`src/rtl/serial_add_pkg.sv`:
```
// Shared types and limits for the bit-serial adder controller.
package serial_add_pkg;

    localparam int WIDTH_MAX = 32;

    typedef enum logic [1:0] {
        ST_IDLE = 2'd0,
        ST_RUN  = 2'd1,
        ST_DONE = 2'd2
    } state_e;

endpackage

```
`src/rtl/full_adder.sv`:
```
// Team 1-bit full adder cell, time-shared by the serial adder.
module full_adder (
    input  logic a,
    input  logic b,
    input  logic cin,
    output logic sum,
    output logic carry
);

    assign sum   = a ^ b ^ cin;
    assign carry = (a & b) | (cin & (a ^ b));

endmodule

```
`src/rtl/serial_add_ctrl.sv`:
```
// Bit-serial adder: one full_adder, one operand bit per clock, LSB first,
// sequenced by a start/busy/done handshake.
module serial_add_ctrl
    import serial_add_pkg::*;
#(
    parameter  int WIDTH = 8,
    localparam int CNT_W = $clog2(WIDTH + 1)
) (
    input  logic             clk,
    input  logic             rst,
    input  logic             start,
    input  logic [WIDTH-1:0] op_a,
    input  logic [WIDTH-1:0] op_b,
    input  logic             cin,
    output logic             busy,
    output logic             done,
    output logic [WIDTH-1:0] sum,
    output logic             cout
);

    if (WIDTH < 1 || WIDTH > WIDTH_MAX) begin : g_width_check
        $error("serial_add_ctrl: WIDTH out of range 1..%0d", WIDTH_MAX);
    end

    state_e             state_q;
    logic [WIDTH-1:0]   a_sh_q, b_sh_q, r_sh_q, sum_q;
    logic               c_q, cout_q, busy_q, done_q;
    logic [CNT_W-1:0]   cnt_q;

    logic               fa_sum, fa_carry, last_bit;
    logic [WIDTH-1:0]   r_sh_d;

    full_adder u_fa (
        .a     (a_sh_q[0]),
        .b     (b_sh_q[0]),
        .cin   (c_q),
        .sum   (fa_sum),
        .carry (fa_carry)
    );

    // Result bits enter at the MSB so the first (LSB) sum bit ends up at bit 0.
    if (WIDTH == 1) begin : g_r_one
        assign r_sh_d = fa_sum;
    end else begin : g_r_many
        assign r_sh_d = {fa_sum, r_sh_q[WIDTH-1:1]};
    end

    assign last_bit = (cnt_q == CNT_W'(WIDTH - 1));

    // NOTE: every register here uses <= so all of them see pre-edge values;
    // blocking assignments would let the shifts read already-updated state.
    always_ff @(posedge clk) begin
        if (rst) begin
            state_q <= ST_IDLE;
            a_sh_q  <= '0;
            b_sh_q  <= '0;
            r_sh_q  <= '0;
            sum_q   <= '0;
            c_q     <= 1'b0;
            cout_q  <= 1'b0;
            busy_q  <= 1'b0;
            done_q  <= 1'b0;
            cnt_q   <= '0;
        end else begin
            done_q <= 1'b0;
            case (state_q)
                ST_IDLE: begin
                    if (start) begin
                        a_sh_q  <= op_a;
                        b_sh_q  <= op_b;
                        c_q     <= cin;
                        cnt_q   <= '0;
                        busy_q  <= 1'b1;
                        state_q <= ST_RUN;
                    end
                end
                ST_RUN: begin
                    r_sh_q <= r_sh_d;
                    a_sh_q <= a_sh_q >> 1;
                    b_sh_q <= b_sh_q >> 1;
                    c_q    <= fa_carry;
                    cnt_q  <= cnt_q + CNT_W'(1);
                    if (last_bit) begin
                        sum_q   <= r_sh_d;
                        cout_q  <= fa_carry;
                        busy_q  <= 1'b0;
                        done_q  <= 1'b1;
                        state_q <= ST_DONE;
                    end
                end
                ST_DONE: state_q <= ST_IDLE;
                default: begin
                    busy_q  <= 1'b0;
                    state_q <= ST_IDLE;
                end
            endcase
        end
    end

    assign busy = busy_q;
    assign done = done_q;
    assign sum  = sum_q;
    assign cout = cout_q;

endmodule

```
`config.mk`:
```
export PLATFORM = sky130hd
export DESIGN_NAME = serial_add_ctrl
export DESIGN_NICKNAME = d
export VERILOG_FILES = /design/src/rtl/serial_add_pkg.sv /design/src/rtl/full_adder.sv /design/src/rtl/serial_add_ctrl.sv
export SDC_FILE = /design/constraint.sdc
export NUM_CORES = 1
export LEC_CHECK = 0
export CAP_MARGIN = 20
export CORE_MARGIN = 1.5
export CORE_UTILIZATION = 46
export CTS_CLUSTER_SIZE = 10
export DETAILED_ROUTE_END_ITERATION = 8
export HOLD_SLACK_MARGIN = 0.03
export PLACE_DENSITY = 0.84
export RECOVER_POWER = 50
export SLEW_MARGIN = 10
export SYNTH_ARGS = -nofsm -noshare
export SYNTH_HDL_FRONTEND = slang
export SYNTH_HIERARCHICAL = 1
export SYNTH_SLANG_ARGS = --single-unit
```
`constraint.sdc`:
```
create_clock -name clk -period 1.25 [get_ports clk]
set_input_delay 0.3125 -clock clk [delete_from_list [all_inputs] [get_ports clk]]
set_output_delay 0.3125 -clock clk [all_outputs]
set_load 0.01 [all_outputs]
```
==> results of run 1 <==
-- sequential cells by signal (all words and copies together) (netlist names) --
signal	flops
r_sh_q	7
a_sh_q	8
c_q	1
b_sh_q	8
done	1
cout	1
cnt_q	4
sum	8
busy	1
state_q	2
-- where the power goes --
| part | internal [W] | leakage (nW) | total [W] | switching (W) |
|---|---|---|---|---|
| sequential | 0.00137 | 0.337 | 0.00141 | 0.0000451 |
| combinational | 0.000186 | 0.490 | 0.000362 | 0.000176 |
| clock | 0.000499 | 0.0542 | 0.000962 | 0.000463 |
-- metal layers --
layer  GRT usage  vias up  part of all wire
li1            -      801                 -
met1       0.248      780              0.45
met2       0.349       38              0.49
met3      0.0469        8             0.040
met4       0.133        0             0.022
met5           0        -                 0
-- worst max-delay path by stage --
stage,slack [ns],to,start,cells past startpoint
final,0.04,sum[0],sum[0],1
after global routing,-0.007,a_sh_q[0],state_q[0],4
after CTS,0.02,busy,busy,1
after detailed placement,-0.38,a_sh_q[3],start,4
after global placement,-0.31,b_sh_q[5],start,4
after floorplan,0.05,cout,cnt_q[0],5
-- cell usage in the layout (no fill, tap or decap), types with 2 or more instances in the layout --
cell type / netlist / routed
dfxtp_1: 41 / 37
nor2_1: 30 / 30
clkdlybuf4s50_1: 0 / 18
nand2_1: 17 / 17
a211oi_1: 17 / 17
buf_4: 3 / 17
a21oi_1: 16 / 16
nand3_1: 11 / 11
o2bb2ai_1: 10 / 10
o31ai_1: 9 / 8
clkbuf_8: 0 / 7
clkdlybuf4s15_1: 0 / 7
o22ai_1: 5 / 5
dlygate4sd2_1: 0 / 4
a22oi_1: 3 / 3
dfxtp_2: 0 / 3
buf_12: 0 / 3
inv_1: 2 / 2
nand3b_1: 2 / 2
a31oi_1: 2 / 2
nor4_1: 2 / 2
clkbuf_1: 9 / 2
-- repair_timing --
| action | CTS | global route |
|---|---|---|
| endpoints found under the setup margin | 38 | 25 |
| gates resized for setup | 15 | 15 |
| cloned | 0 | 1 |
| pin swaps | 0 | 1 |
| buffers inserted | 2 | 0 |
-- through the flow --
| stage | worst slack, ns | utilization | std cells | instance area, um^2 |
|---|---|---|---|---|
| 2_1_floorplan | 0.0532 | - | 198 | 1740 |
| 6_report | 0.0355 | 0.642 | 290 | 2330 |
| 3_3_place_gp | -0.308 | 0.598 | 279 | 2170 |
| 4_1_cts | 0.0154 | 0.634 | 289 | 2300 |
| 5_1_grt | -0.00689 | 0.642 | 290 | 2330 |
| 3_5_place_dp | -0.377 | 0.598 | 279 | 2170 |
-- worst reg2reg max path: stages (launching register included) --
cell	delay [ns]
dfxtp_4	0.42
clkbuf_2	0.20
nor2_1	0.07
o2bb2ai_1	0.13
a211oi_1	0.29
-- cells by family (layout without fill, tap and decap cells) --
group	Yosys count	count (layout)
flops	41	41
compound gates	65	66
simple gates	69	69
buf+inv	21	64
fa+ha+maj	2	2
-- cell type report --
type                       count  area (um^2)
fill                         303         1300
sequential                    41          828
multi-input combinational    137          826
timing repair buffer          54          509
clock buffer                   7         96.3
tap                           48         60.1
inverter                       2         7.51
clock inverter                 1         5.00
==> out/results.tsv, run 1 <==
metric	value	unit
CTS Buffer Depth	2	
Netlist Area Pre-Place	1740	um^2
slowest library cell on the worst path	dfxtp_1	
Synth Area per Inst	8.78	um^2
first-pass GRT wire length	6690	um
Clock Skew	0.00400	ns
worst skew pair latency	0.31	ns
Site Rows	22	
Num CTS Buffers	5	
cells taking the most area after synthesis	dfxtp_1 (47%), a211oi_1 (7.3%), nor2_1 (6.5%)	
Yosys top cell area share	0.472	
post-DP HPWL	2660	um
largest net degree at the start of global routing	25	
Least-Margin Pin Slew	0.307	ns
WHS Endpoint	r_sh_q[1]	
CP peak stage delay	0.35	ns
most numerous cell in the Yosys netlist	dfxtp_1	
Power per Cell Area	1170	nW/um^2
Die W	64.5	um
Distinct cells, synth	30	
R2R Path Start	state_q[0]	
post-synth top area cell	dfxtp_1	
Post-Synth XOR/XNOR Area	0	
clock root cell	clkbuf_8	
mux cell area share after synthesis	0	
worst vdd ir	0.807	mV
Worst Hold Class	flop to flop	
Starting Density	0.478	
Hold Path Depth	2	
largest family of logic cells by synthesized area	compound AO/OA/AOI/OAI gates	
All-Layer GR Usage	0.211	
# DRC	0	
max_cap viols	0	
Synth Area in Compound Gates	0.261	
RR Endpoint	a_sh_q[0]	
arrival time at the worst endpoint	0.90	ns
status	finished, final reports clean	
Area Growth Syn to Fin	34.2	%
WP buf/inv	1	
drt first pass iters	4	
CTS tree	built	
# hold bufs at CTS	0	
number of global-route vias before repair	1503	
sequential fraction of the synthesis area	0.472	
vias per inst	5.61	
gr ovfl total	0	
Post-Synth Simple-Gate Area	0.176	
period utilisation layout	0.972	
crit end category	output port	
Crit path max-delay family	flip-flops	
synth cell count leaders	dfxtp_1 (41), nor2_1 (30), a211oi_1 (17), nand2_1 (17), a21oi_1 (16)	
#FFs+latches synth	41	
net count after synthesis	220	
R2R cell count	4	
Final Hold Viols	0	
port bufs	30	
DR vias	1627	
WHS	0.465	ns
asr flop ratio synth	0	
leakage	0.881	nW
routed len/inst	14.5	um
Setup crit start kind	flop	
crit path time final	1.21	ns
Synth Area in Adders	0.0187	
GP Congestion	0.792	
crit-path cells	clkdlybuf4s15_1	
Die Y	64.5	um
TNS Setup	0	ns
CP Max Fanout	2	
Post-synth EDFFs	0	
total die area	4160	um^2
Synth Instances	198	
total wire length	4200	um
DR iter-0 viols	129	
Post-synth top flop	dfxtp_1	
f_max	823	MHz
core footprint	3630	um^2
Setup-failing EPs final	0	
Inserted Diodes	0	
# IOs	31	
share of layout cells above drive strength 1	0.161	
clk slew on worst S/H paths	0.08	ns
Slew HR	0.795	
Synth Warn #	6	
WP data required	0.94	ns
H-tree lvl count	2	
Hold Startpoint	r_sh_q[1]	
Reg2Reg Setup Slack	0.04	ns
Design Power	0.00274	W
antenna violations before repair	0	
CTS sink count	41	
critical path class	flop to output port	
nets	263	
Final Slew Violations	0	
Final ANT Viol Nets	0	
Power figures use the tool's default switching activity.
==> inputs of run 2 (changes only) <==
--- a/config.mk
+++ b/config.mk
@@ -5,6 +5,7 @@
 export SDC_FILE = /design/constraint.sdc
 export NUM_CORES = 1
 export LEC_CHECK = 0
+export ABC_AREA = 1
 export CAP_MARGIN = 20
 export CORE_MARGIN = 1.5
 export CORE_UTILIZATION = 46
==> run 2 against run 1 <==
Synthesized cell count rose by 26%. Via count is 0.74% higher. Flip-flop and latch count unchanged. Design area rose by 1.5%. Clock skew is 0.0014 ns higher. Sequential share of layout area shrank 0.58 points. Sequential power hardly changed. Routed wire length down 7.4%. Combinational power increased by 2%. Worst setup slack got worse by 0.0093 ns. Highest routed layer unchanged. Non-clock buffer count fell by 8. Maximum frequency down 0.76%.
==> out/results.tsv, run 2 <==
metric	value	unit	change
status	finished, final reports clean		
Post-synth EDFFs	0		unchanged
sw power	0.000699	W	+2.1%
Least-Margin Pin Slew	0.191	ns	-0.117 ns
# IOs	31		unchanged
Comb pwr share	0.122		-0.010
antenna violations before repair	0		unchanged
sequential power share	0.465		-0.051
CTS sink count	41		unchanged
clock root cell	clkbuf_8		
Power per Cell Area	1280	nW/um^2	+9.2%
sequential fraction of the synthesis area	0.476		+0.00342
Final ANT Viol Nets	0		unchanged
slack of the critical path	0.0262	ns	-0.00932 ns
H-tree lvl count	2		unchanged
crit-path cells	ha_4 > nand2_4 > nor2_4 > nand2_4 > buf_6 > nand2_1 > a21oi_1		
worst skew pair latency	0.30	ns	about the same
CTS Buffer Depth	2		unchanged
Final Hold Viols	0		unchanged
max_cap viols	0		unchanged
Yosys top cell area share	0.476		+0.00342
gr ovfl total	0		unchanged
share of layout cells above drive strength 1	0.127		-0.0344
synth cell count leaders	nand2_1 (60), nor2_1 (58), dfxtp_1 (41)		
placed instance area	2140	um^2	-1.5%
total wire length	3890	um	-7.4%
clock share of power	0.413		+0.061
Die W	64.2	um	-0.34%
Netlist Area Pre-Place	1730	um^2	-0.72%
net count after synthesis	271		+23%
Starting Density	0.475		-0.00344
number of global-route vias before repair	1414		-5.9%
Setup crit start kind	flop		
# hold bufs at CTS	0		unchanged
Setup-failing EPs final	0		unchanged
Die Y	64.2	um	-0.34%
Synth Area per Inst	6.93	um^2	-21%
routed len/inst	11.4	um	-21%
CTS tree	built		
largest net degree at the start of global routing	24		-4.0%
most numerous cell in the Yosys netlist	nand2_1		
Site Rows	22		unchanged
crit end category	flop		
Clock Skew	0.00543	ns	+0.00142 ns
critical path class	flop to flop		
total die area	4130	um^2	-0.68%
drt first pass iters	4		unchanged
crit path time final	1.22	ns	+0.00932 ns
Slew HR	0.873		+0.0775
post-synth top area cell	dfxtp_1		
Inserted Diodes	0		unchanged
Synth Instances	249		+26%
Net Sw Frac	0.230		-0.0198
internal power	0.00234	W	+14%
Synth Warn #	6		unchanged
CP Max Fanout	5		+3
# DRC	0		unchanged
clk slew on worst S/H paths	0.08	ns	about the same
Area Growth Syn to Fin	37.2	%	
WP data required	1.45	ns	+0.51 ns
vias per inst	4.82		-14%
post-DP HPWL	2450	um	-7.7%
cells taking the most area after synthesis	dfxtp_1 (48%), nand2_1 (13%), nor2_1 (13%)		
worst vdd ir	0.922	mV	+14%
#FFs+latches synth	41		unchanged
pre-CTS setup slack	-0.241	ns	+0.136 ns
first-pass GRT wire length	6090	um	-9.0%
slowest library cell on the worst path	dfxtp_4		
area of the multi-input gates	821	um^2	-0.61%
GP Congestion	0.834		+5.2%
arrival time at the worst endpoint	1.42	ns	+0.52 ns
core footprint	3630	um^2	unchanged
f_max	817	MHz	-0.76%
FF+latch area	827	um^2	-0.15%
Design Area, Final	2370	um^2	+1.5%
DR iter-0 viols	85		-34%
DR vias	1639		+0.74%
Worst Hold Class	flop to flop		
fillers	326		+7.6%
Critical Path Most Common Cell	nand2_4		
period utilisation layout	0.979		+0.00746
Post-synth top flop	dfxtp_1		
most frequent cells in the layout	nand2_1 (57), nor2_1 (57), dfxtp_1 (38)		
leakage	1.10	nW	+24%
Final Slew Violations	0		unchanged
Num CTS Buffers	5		unchanged
All-Layer GR Usage	0.193		-0.0186
CP peak stage delay	0.37	ns	+0.02 ns
asr flop ratio synth	0		unchanged
TNS Setup	0	ns	unchanged
nets	313		+19%
Distinct cells, synth	19		-37%
port bufs	30		unchanged
## run 2: logic make-up after synthesis
kind of cell / share of synthesized area
compound gates: 0.0508
fa+ha+maj: 0.0189
buf+inv: 0.0827
flops: 0.476
simple gates: 0.372
## run 2: area by class of cell
cell class                      count  share of cell area
Sequential cell                    41               0.349
Multi-Input combinational cell    176               0.347
Timing Repair Buffer               46               0.189
Inverter                           21              0.0333
Clock buffer                        5              0.0291
Clock inverter                      3              0.0275
Tap cell                           48              0.0254
## run 2: worst max-delay path, delay by kind of cell, from the launching register on
kind | cells | cell delay (ns)
AND/OR/NAND/NOR | 4 | 0.40
AO/OA/AOI/OAI | 1 | 0.06
adder cells (fa/ha/maj) | 1 | 0.15
flip-flops | 1 | 0.37
buffers and inverters | 1 | 0.15
## run 2: power groups by stage
stage,Sequential [W],Clock [W],Combinational [W]
after floorplan,0.00143,0,0.000214
after global placement,0.00144,0,0.000342
after detailed placement,0.00144,0,0.000350
after CTS,0.00141,0.00128,0.000351
after global routing,0.00142,0.00134,0.000416
final,0.00141,0.00125,0.000370
## run 2: what timing repair did
item | 4_1_cts | 5_1_grt
gates resized for setup | 14 | 26
buffers inserted | 0 | 1
cloned | 0 | 2
pin swaps | 0 | 4
setup endpoints to repair | 21 | 29
## run 2: metrics by stage
stage / util / hold WS [ns] / instances / power (W)
after floorplan: - / 0.436 / 249 / 0.00164
after global placement: 0.589 / 0.450 / 329 / 0.00178
after detailed placement: 0.589 / 0.456 / 329 / 0.00179
after CTS: 0.624 / 0.451 / 337 / 0.00304
after global routing: 0.652 / 0.486 / 340 / 0.00318
final: 0.652 / 0.467 / 340 / 0.00303
## run 2: path summary, 6_finish.rpt
check	start	end	slack (ns)	cells after the start
worst max-delay path	cnt_q[0]	sum[0]	0.03	7
worst min-delay path	r_sh_q[2]	sum[1]	0.47	2
worst max register to register	cnt_q[0]	sum[0]	0.03	7
worst min register to register	r_sh_q[2]	sum[1]	0.47	2
## run 2: routing by layer
metal | GRT usage | share of wire | vias to the layer above
li1 | - | - | 857
met1 | 0.227 | 0.44 | 732
met2 | 0.316 | 0.49 | 44
met3 | 0.0599 | 0.048 | 6
met4 | 0.0931 | 0.014 | 0
met5 | 0 | 0 | -
==> inputs of run 3 (changes only) <==
--- a/config.mk
+++ b/config.mk
@@ -9,8 +9,8 @@
 export CAP_MARGIN = 20
 export CORE_MARGIN = 1.5
 export CORE_UTILIZATION = 46
-export CTS_CLUSTER_SIZE = 10
 export DETAILED_ROUTE_END_ITERATION = 8
+export GPL_ROUTABILITY_DRIVEN = 0
 export HOLD_SLACK_MARGIN = 0.03
 export PLACE_DENSITY = 0.84
 export RECOVER_POWER = 50
==> constraint.sdc (replaced) <==
create_clock -name clk -period 1.25 [get_ports clk]
set_input_delay 0.3125 -clock clk [delete_from_list [all_inputs] [get_ports clk]]
set_output_delay 0.3125 -clock clk [all_outputs]
set_load 0.02 [all_outputs]
==> run 3 against run 2 <==
Clock power about the same. Global-route usage about the same. Routed wire length increased by 1.5%.
==> out/results.tsv, run 3 (synthesis results as in run 2) <==
metric	value	unit	change
status	finished, final reports clean		
crit end category	output port		
Design Area, Final	2370	um^2	+0.26%
Least-Margin Pin Slew	0.198	ns	+0.00661 ns
post-DP HPWL	2450	um	unchanged
DR vias	1652		+0.79%
TNS Setup	0	ns	unchanged
Setup-failing EPs final	0		unchanged
core footprint	3630	um^2	unchanged
total wire length	3950	um	+1.5%
WP data required	0.94	ns	-0.51 ns
DR iter-0 viols	78		-8.2%
Layout Utilization	0.653		+0.00172
Power per Cell Area	1280	nW/um^2	-0.24%
Final Slew Violations	0		unchanged
CTS sink count	41		unchanged
fillers	329		+0.92%
CTS tree	built		
clock share of power	0.412		about the same
Clock Skew	0.00582	ns	+0.000390 ns
critical path class	flop to output port		
internal power	0.00234	W	about the same
Worst Hold Class	flop to flop		
Starting Density	0.475		unchanged
CP Max Fanout	2		-3
H-tree lvl count	2		unchanged
gr ovfl total	0		unchanged
arrival time at the worst endpoint	0.91	ns	-0.51 ns
leakage	1.07	nW	-1.9%
slowest library cell on the worst path	dfxtp_1		
Final Hold Viols	0		unchanged
routed len/inst	11.6	um	+1.5%
crit-path cells	clkdlybuf4s15_2		
number of global-route vias before repair	1426		+0.85%
most frequent cells in the layout	nand2_1 (57), nor2_1 (57), dfxtp_1 (38)		
# hold bufs at CTS	0		unchanged
Setup crit start kind	flop		
Die Y	64.2	um	unchanged
Num CTS Buffers	5		unchanged
Net Sw Frac	0.230		about the same
placed insts	329		unchanged
antenna violations before repair	0		unchanged
Final ANT Viol Nets	0		unchanged
Comb pwr share	0.123		about the same
placed instance area	2140	um^2	unchanged
fin cells	340		unchanged
clk slew on worst S/H paths	0.08	ns	about the same
Inserted Diodes	0		unchanged
max_cap viols	0		unchanged
period utilisation layout	0.979		about the same
worst vdd ir	0.918	mV	-0.41%
CTS Buffer Depth	2		unchanged
first-pass GRT wire length	6100	um	+0.11%
Die W	64.2	um	unchanged
sw power	0.000699	W	about the same
share of layout cells above drive strength 1	0.164		+0.0377
clock root cell	clkbuf_8		
crit path time final	1.22	ns	-0.000333 ns
worst skew pair latency	0.30	ns	about the same
sequential power share	0.465		about the same
Area Growth Syn to Fin	37.6	%	
port bufs	30		unchanged
vias per inst	4.86		+0.79%
drt first pass iters	4		unchanged
# IOs	31		unchanged
total die area	4130	um^2	unchanged
f_max	817	MHz	about the same
WP buf/inv	1		unchanged
Crit path max-delay family	flip-flops		
CP peak stage delay	0.35	ns	-0.02 ns
largest net degree at the start of global routing	24		unchanged
nets	313		unchanged
Slew HR	0.868		-0.00441
# DRC	0		unchanged
Site Rows	22		unchanged
All-Layer GR Usage	0.193		+0.000371
run 3: cell types whose count changed in the layout (fill, tap and decap cells not counted), sizes merged:
cell,change
clkdlybuf4s15,+2
clkbuf,+1
dlygate4sd2,-4
buf,+1
run 3: layout make-up:
cell class	count	area, um^2	area share
Inverter	21	78.8	0.0332
Tap cell	48	60.1	0.0253
Multi-Input combinational cell	176	821	0.346
Clock inverter	3	65.1	0.0274
Clock buffer	5	68.8	0.0290
Timing Repair Buffer	46	453	0.191
Sequential cell	41	827	0.348
run 3: tightest hold or removal path: stages, from the launching register on:
cell and delay, ns:
dfxtp_1 0.33, nand2_1 0.06, nand2_1 0.04
run 3: what timing repair did:
action	4_1_cts	5_1_grt
pin swaps	0	4
cloned	0	2
setup endpoints to repair	21	24
gates resized for setup	35	21
buffers inserted	0	1
run 3: per-layer routing:
layer  vias up  GRT usage  part of all wire
li1        856          -                 -
met4         0     0.0931             0.013
met5         -          0                 0
met1       739      0.226              0.44
met2        53      0.319              0.50
met3         4     0.0599             0.053
run 3: power by group through the flow:
| stage | Sequential (W) | Combinational (W) | Clock (W) |
|---|---|---|---|
| after global routing | 0.00142 | 0.000419 | 0.00133 |
| after detailed placement | 0.00144 | 0.000352 | 0 |
| after CTS | 0.00141 | 0.000354 | 0.00128 |
| final | 0.00141 | 0.000373 | 0.00125 |
| after floorplan | 0.00143 | 0.000214 | 0 |
| after global placement | 0.00144 | 0.000344 | 0 |
run 3: final timing paths:
path | from | endpoint | slack, ns | depth (start not counted)
setup / recovery | sum[0] | sum[0] | 0.03 | 1
hold / removal | r_sh_q[2] | sum[1] | 0.47 | 2
setup reg to reg | cnt_q[0] | sum[0] | 0.04 | 7
hold reg to reg | r_sh_q[2] | sum[1] | 0.47 | 2
run 3: per-stage QoR:
| step | hold WS [ns] | total power [W] | setup slack [ns] |
|---|---|---|---|
| after floorplan | 0.436 | 0.00165 | 0.0718 |
| after global placement | 0.450 | 0.00178 | -0.192 |
| after detailed placement | 0.456 | 0.00179 | -0.241 |
| after CTS | 0.451 | 0.00304 | 0.00185 |
| after global routing | 0.486 | 0.00317 | -0.0279 |
| final | 0.469 | 0.00304 | 0.0265 |
